### src/rtl/key_event_unit.sv
// key_event_unit: multi-key front end for the board test controllers.
// The block synchronises and debounces N raw buttons. It produces per-key
// press/release pulses and presents one valid/ready event stream that is
// consumed one event at a time.
// Optional auto-repeat of held keys is compiled in when the macro
// KEY_REPEAT_EN is defined. The default build has no repeat logic.
module key_event_unit #(
    parameter int N_KEYS         = 5,
    parameter int DEB_CYCLES     = 16,
    parameter bit KEY_ACTIVE_LOW = 1'b1,
    parameter int REPEAT_DELAY   = 500,
    parameter int REPEAT_PERIOD  = 100,
    localparam int IDXW          = (N_KEYS > 1) ? $clog2(N_KEYS) : 1
) (
    input  logic              clk,
    input  logic              rst_n,
    input  logic [N_KEYS-1:0] keys,
    output logic [N_KEYS-1:0] level_o,
    output logic [N_KEYS-1:0] press_o,
    output logic [N_KEYS-1:0] release_o,
    output logic              ev_valid,
    input  logic              ev_ready,
    output logic [IDXW+1:0]   ev_code,
    output logic              ovf_o
);
    localparam int CW = $clog2(DEB_CYCLES + 1);
    localparam logic [CW-1:0] DEB_LAST = CW'(DEB_CYCLES - 1);
    localparam logic [N_KEYS-1:0] IDLE_PIN = KEY_ACTIVE_LOW ? {N_KEYS{1'b1}} : {N_KEYS{1'b0}};

    logic [N_KEYS-1:0] sync1, sync2, sample;
    logic [CW-1:0]     deb_cnt [N_KEYS];
    logic [N_KEYS-1:0] press_set, release_set, repeat_set;
    logic [N_KEYS-1:0] pend_p, pend_r, pend_rep;
    logic [N_KEYS-1:0] sel_p, sel_r, sel_rep;
    logic [N_KEYS-1:0] clr_p, clr_r, clr_rep;
    logic [N_KEYS-1:0] lost;
    logic              take;
    logic              found;

    // Two-flop synchroniser, then a registered pressed=1 sample that feeds the debouncer
    always_ff @(posedge clk or negedge rst_n) begin
        if (!rst_n) begin
            sync1  <= IDLE_PIN;
            sync2  <= IDLE_PIN;
            sample <= '0;
        end else begin
            sync1  <= keys;
            sync2  <= sync1;
            sample <= KEY_ACTIVE_LOW ? ~sync2 : sync2;
        end
    end

    // A level change is accepted on the edge where the run of differing samples reaches DEB_CYCLES
    always_comb begin
        press_set   = '0;
        release_set = '0;
        for (int i = 0; i < N_KEYS; i++) begin
            if ((sample[i] != level_o[i]) && (deb_cnt[i] == DEB_LAST)) begin
                press_set[i]   = sample[i];
                release_set[i] = ~sample[i];
            end
        end
    end

    // Per-key debounce counter and debounced level
    always_ff @(posedge clk or negedge rst_n) begin
        if (!rst_n) begin
            level_o <= '0;
            for (int i = 0; i < N_KEYS; i++) deb_cnt[i] <= '0;
        end else begin
            for (int i = 0; i < N_KEYS; i++) begin
                if (sample[i] == level_o[i]) begin
                    deb_cnt[i] <= '0;
                end else if (press_set[i] || release_set[i]) begin
                    deb_cnt[i] <= '0;
                    level_o[i] <= ~level_o[i];
                end else begin
                    deb_cnt[i] <= deb_cnt[i] + 1'b1;
                end
            end
        end
    end

`ifdef KEY_REPEAT_EN
    localparam int RMAX = (REPEAT_DELAY > REPEAT_PERIOD) ? REPEAT_DELAY : REPEAT_PERIOD;
    localparam int RCW  = $clog2(RMAX + 1);
    localparam logic [RCW-1:0] DELAY_LAST  = RCW'(REPEAT_DELAY - 1);
    localparam logic [RCW-1:0] PERIOD_LAST = RCW'(REPEAT_PERIOD - 1);

    logic [RCW-1:0]    rep_cnt [N_KEYS];
    logic [N_KEYS-1:0] rep_first;

    // A held key repeats after the initial delay, then once per period
    always_comb begin
        repeat_set = '0;
        for (int i = 0; i < N_KEYS; i++) begin
            if (level_o[i] && !release_set[i]) begin
                if ((rep_first[i] && (rep_cnt[i] == DELAY_LAST)) ||
                    (!rep_first[i] && (rep_cnt[i] == PERIOD_LAST))) begin
                    repeat_set[i] = 1'b1;
                end
            end
        end
    end

    // Repeat timers run only while the debounced level is pressed
    always_ff @(posedge clk or negedge rst_n) begin
        if (!rst_n) begin
            rep_first <= '1;
            for (int i = 0; i < N_KEYS; i++) rep_cnt[i] <= '0;
        end else begin
            for (int i = 0; i < N_KEYS; i++) begin
                if (!level_o[i] || release_set[i]) begin
                    rep_cnt[i]   <= '0;
                    rep_first[i] <= 1'b1;
                end else if (repeat_set[i]) begin
                    rep_cnt[i]   <= '0;
                    rep_first[i] <= 1'b0;
                end else begin
                    rep_cnt[i] <= rep_cnt[i] + 1'b1;
                end
            end
        end
    end
`else
    assign repeat_set = '0;
`endif

    // Registered one-cycle pulses; a repeat also shows up as a press pulse
    always_ff @(posedge clk or negedge rst_n) begin
        if (!rst_n) begin
            press_o   <= '0;
            release_o <= '0;
        end else begin
            press_o   <= press_set | repeat_set;
            release_o <= release_set;
        end
    end

    // Pick the lowest key with anything pending; inside a key, press beats repeat beats release
    always_comb begin
        sel_p   = '0;
        sel_r   = '0;
        sel_rep = '0;
        ev_code = '0;
        found   = 1'b0;
        for (int i = 0; i < N_KEYS; i++) begin
            if (!found && (pend_p[i] || pend_r[i] || pend_rep[i])) begin
                found = 1'b1;
                if (pend_p[i]) begin
                    sel_p[i] = 1'b1;
                    ev_code  = {2'b00, IDXW'(i)};
                end else if (pend_rep[i]) begin
                    sel_rep[i] = 1'b1;
                    ev_code    = {2'b10, IDXW'(i)};
                end else begin
                    sel_r[i] = 1'b1;
                    ev_code  = {2'b01, IDXW'(i)};
                end
            end
        end
    end

    assign ev_valid = |{pend_p, pend_r, pend_rep};
    assign take     = ev_valid && ev_ready;
    assign clr_p    = sel_p & {N_KEYS{take}};
    assign clr_r    = sel_r & {N_KEYS{take}};
    assign clr_rep  = sel_rep & {N_KEYS{take}};
    assign lost     = (press_set & pend_p & ~clr_p) |
                      (release_set & pend_r & ~clr_r) |
                      (repeat_set & pend_rep & ~clr_rep);

    // Pending bits: a set wins over a same-edge clear; setting an uncleared bit loses an event
    always_ff @(posedge clk or negedge rst_n) begin
        if (!rst_n) begin
            pend_p   <= '0;
            pend_r   <= '0;
            pend_rep <= '0;
            ovf_o    <= 1'b0;
        end else begin
            pend_p   <= (pend_p & ~clr_p) | press_set;
            pend_r   <= (pend_r & ~clr_r) | release_set;
            pend_rep <= (pend_rep & ~clr_rep) | repeat_set;
            if (|lost) ovf_o <= 1'b1;
        end
    end
endmodule

### config.mk
export PLATFORM = sky130hd
export DESIGN_NAME = key_event_unit
export DESIGN_NICKNAME = d
export VERILOG_FILES = /design/src/rtl/key_event_unit.sv
export SDC_FILE = /design/constraint.sdc
export NUM_CORES = 1
export LEC_CHECK = 0
export CAP_MARGIN = 20
export CORE_MARGIN = 10
export CORE_UTILIZATION = 50
export DETAILED_ROUTE_END_ITERATION = 10
export GPL_ROUTABILITY_DRIVEN = 0
export PLACE_DENSITY = 0.72
export RECOVER_POWER = 100
export SETUP_SLACK_MARGIN = 0.02
export SYNTH_ARGS = -nofsm -noshare
export SYNTH_HDL_FRONTEND = slang
export SYNTH_SLANG_ARGS = --single-unit
### constraint.sdc
create_clock -name clk -period 4.7 [get_ports clk]
set_input_delay 1.175 -clock clk [delete_from_list [all_inputs] [get_ports clk]]
set_output_delay 1.175 -clock clk [all_outputs]
set_load 0.02 [all_outputs]
==> results_dict.tcl <==
set metrics [dict create \
    status "finished with violations" \
    violations "capacitance limit, slew limit" \
    drtAntennaViolNets 0 \
    power_density_mw_per_mm2 317 \
    finalSetupViolCount 0 \
    synth_seq_area_share_pct 61.4 \
    synthesis.nets 267 \
    yosysUniqueCellTypes 40 \
    timing.final.crit_period_ns 3.76 \
    fin_cells 363 \
    grt_max_degree 49 \
    period_share_pct 79.9 \
    cts.clk_slew.worst_paths_ns 0.07 \
    clock_path_buffers 2 \
    postSynthAreaPerCell_um2 11.7 \
    io_pins 30 \
    netlist_instances 249 \
    drc 0 \
    syn_area_mm2 0.00291 \
    crit_top_cell "nor3_1" \
    grt_pass1_wl_mm 8.67 \
    via_per_inst 5.15 \
    required_ns 3.52 \
    slowest_stage "dlygate4sd3_1" \
    ys_seq_elements 71 \
    first_global_vias 1910 \
    dp.cells 346 \
    tns_ns 0 \
    synth_top_cell_area_share_pct 52.4 \
    path_buf_inv 1 \
    cts_resized 0 \
    track_usage_pct 12.3 \
    cts_setup_buffers 0 \
    crit_type "reg2out" \
    ys.warnings.count 0 \
    hold_viol_final 0 \
    layout_common_cells "61 x dfrtp_1, 35 x nor2_1, 28 x dlygate4sd3_1, 19 x inv_1" \
    dp_hpwl_mm 3.61 \
    maxSlewViolCount 43 \
    core-area_mm2 0.00557 \
    die_x_um 96.3 \
    numPortBuffers 29 \
    initial_utilization_pct 52.3 \
    rows 27 \
    final_common_cell "dfrtp_1" \
    max_freq_mhz 266 \
    synth_area_leaders "dfrtp_1 52%, dfstp_2 9.0%, nor2_1 4.5%, ha_1 4.3%, xor2_1 3.0%" \
    tightest_slew_ns 2.16 \
    cts_sinks 71 \
    ir_drop_mv 0.187 \
    cp_max_fo 7 \
    slew_headroom_pct -43.8 \
    start_kind "flip-flop" \
    hold_buffers 0 \
    fin_util_pct 61.2 \
    grt_remaining_overflow 0 \
    skew_ns 0.00526 \
    first_iter_violations 77 \
    first_pass_iters 4 \
    cts_tree "built" \
    wl_per_cell_um 13.6 \
    die_area_mm2 0.00928 \
    cts-root-buf "clkbuf_8" \
    antenna_found_initial 0 \
    drt_wl_total_mm 4.94 \
    yosys.area.top_type "dfrtp_1" \
    htreeDepth 3 \
    ys.flop_type "dfrtp_1" \
    max_stage_delay_ns 0.67 \
    dieHeight_um 96.3 \
    end_kind "primary output" \
    fill_cells 452 \
    synth-async-reset-ratio_pct 100 \
    synth_edf_count 0 \
    rsz0062_at_grt "no" \
    cp_top_family "simple AND/OR/NAND/NOR gates" \
    area_growth_pct 17.2 \
    power_leakage_nw 1.81 \
    cp.arrival_ns 2.58 \
    nets 304 \
    drv_cap 1 \
    whs_ns 0.356 \
    crit_chain "nor3_1 -> nand2_1 -> nor3_1 -> a211o_1 -> dlygate4sd3_1" \
    cts-buffers-inserted 9 \
    num_antenna_cells 0 \
    clkLatencyLatePin_ns 0.34 \
    hold_class "reg2reg" \
    layout-drive-gt1-share_pct 8.93 \
    num_vias 1868 \
]
[state kept, by name (all words and copies together) (netlist names)]
signal	flops
deb_cnt	25
level_o	5
ovf_o	1
pend_p	5
pend_r	5
pend_rep	5
press_o	5
release_o	5
sample	5
sync1	5
sync2	5
[cell families after synthesis]
family	synth area share, %
AO/OA/AOI/OAI	8.59
XOR/XNOR	4.51
adder cells (fa/ha/maj)	4.30
buffers and inverters	3.39
flip-flops	61.4
multiplexers	1.55
AND/OR/NAND/NOR	16.2
[stage by stage]
| stage | instance area [um^2] | total power, mW | setup WS [ns] |
|---|---|---|---|
| after floorplan | 2910 | 0.676 | 1.59 |
| after global placement | 3270 | 0.699 | 1.11 |
| after detailed placement | 3270 | 0.701 | 1.07 |
| after CTS | 3420 | 1.10 | 1.00 |
| after global routing | 3410 | 1.13 | 0.730 |
| final | 3410 | 1.08 | 0.945 |
[worst register-to-register path: stages (launching register included)]
cell,delay (ns)
dfrtp_1,0.46
or4b_1,0.70
or4b_1,0.61
or3_1,0.34
a211oi_1,0.22
o211ai_1,0.13
[report_power, final]
group          switching (mW)  leakage [nW]  internal (mW)
registers              0.0107         0.928          0.632
clock network           0.202        0.0757          0.192
logic                  0.0273         0.808         0.0170
total                   0.240          1.81          0.841
[metal layers]
| layer | part of all wire [%] | global-route usage (%) | vias up |
|---|---|---|---|
| met5 | 0 | 0 | - |
| met4 | 2.3 | 6.90 | 0 |
| met3 | 7.4 | 4.75 | 10 |
| met2 | 44 | 17.5 | 34 |
| met1 | 47 | 15.7 | 908 |
| li1 | - | - | 916 |
[final cells by class]
class / instances / area (um^2) / share of cell area [%]
flip-flops and latches: 71 / 1790 / 52.4
repair buffers: 31 / 295 / 8.65
multi-input cells: 154 / 1020 / 29.8
clock inverters: 1 / 5.00 / 0.147
inverters: 19 / 71.3 / 2.09
clock buffers: 15 / 146 / 4.29
well taps: 72 / 90.1 / 2.64
[path summary, 6_finish.rpt]
kind	from	end	slack, ns	cells after the start
setup / recovery	pend_p[3]	ev_code[3]	0.94	5
hold / removal	sync1[3]	sync2[3]	0.36	0
setup reg to reg	pend_p[0]	ovf_o	2.11	5
hold reg to reg	sync1[3]	sync2[3]	0.36	0
max in group asynchronous	rst_n	sync1[4]	1.57	3
min in group asynchronous	rst_n	release_o[1]	0.70	1
[cell usage after synthesis (7+ instances only)]
master    number
inv_1         19
and3b_1        8
nor2_1        35
nand2b_1       8
nor3_1         7
ha_1          10
dfstp_2       10
nand2_1        8
dfrtp_1       61
xor2_1        10
nand3_1        8
No activity file was read; power rests on OpenSTA's default activity.
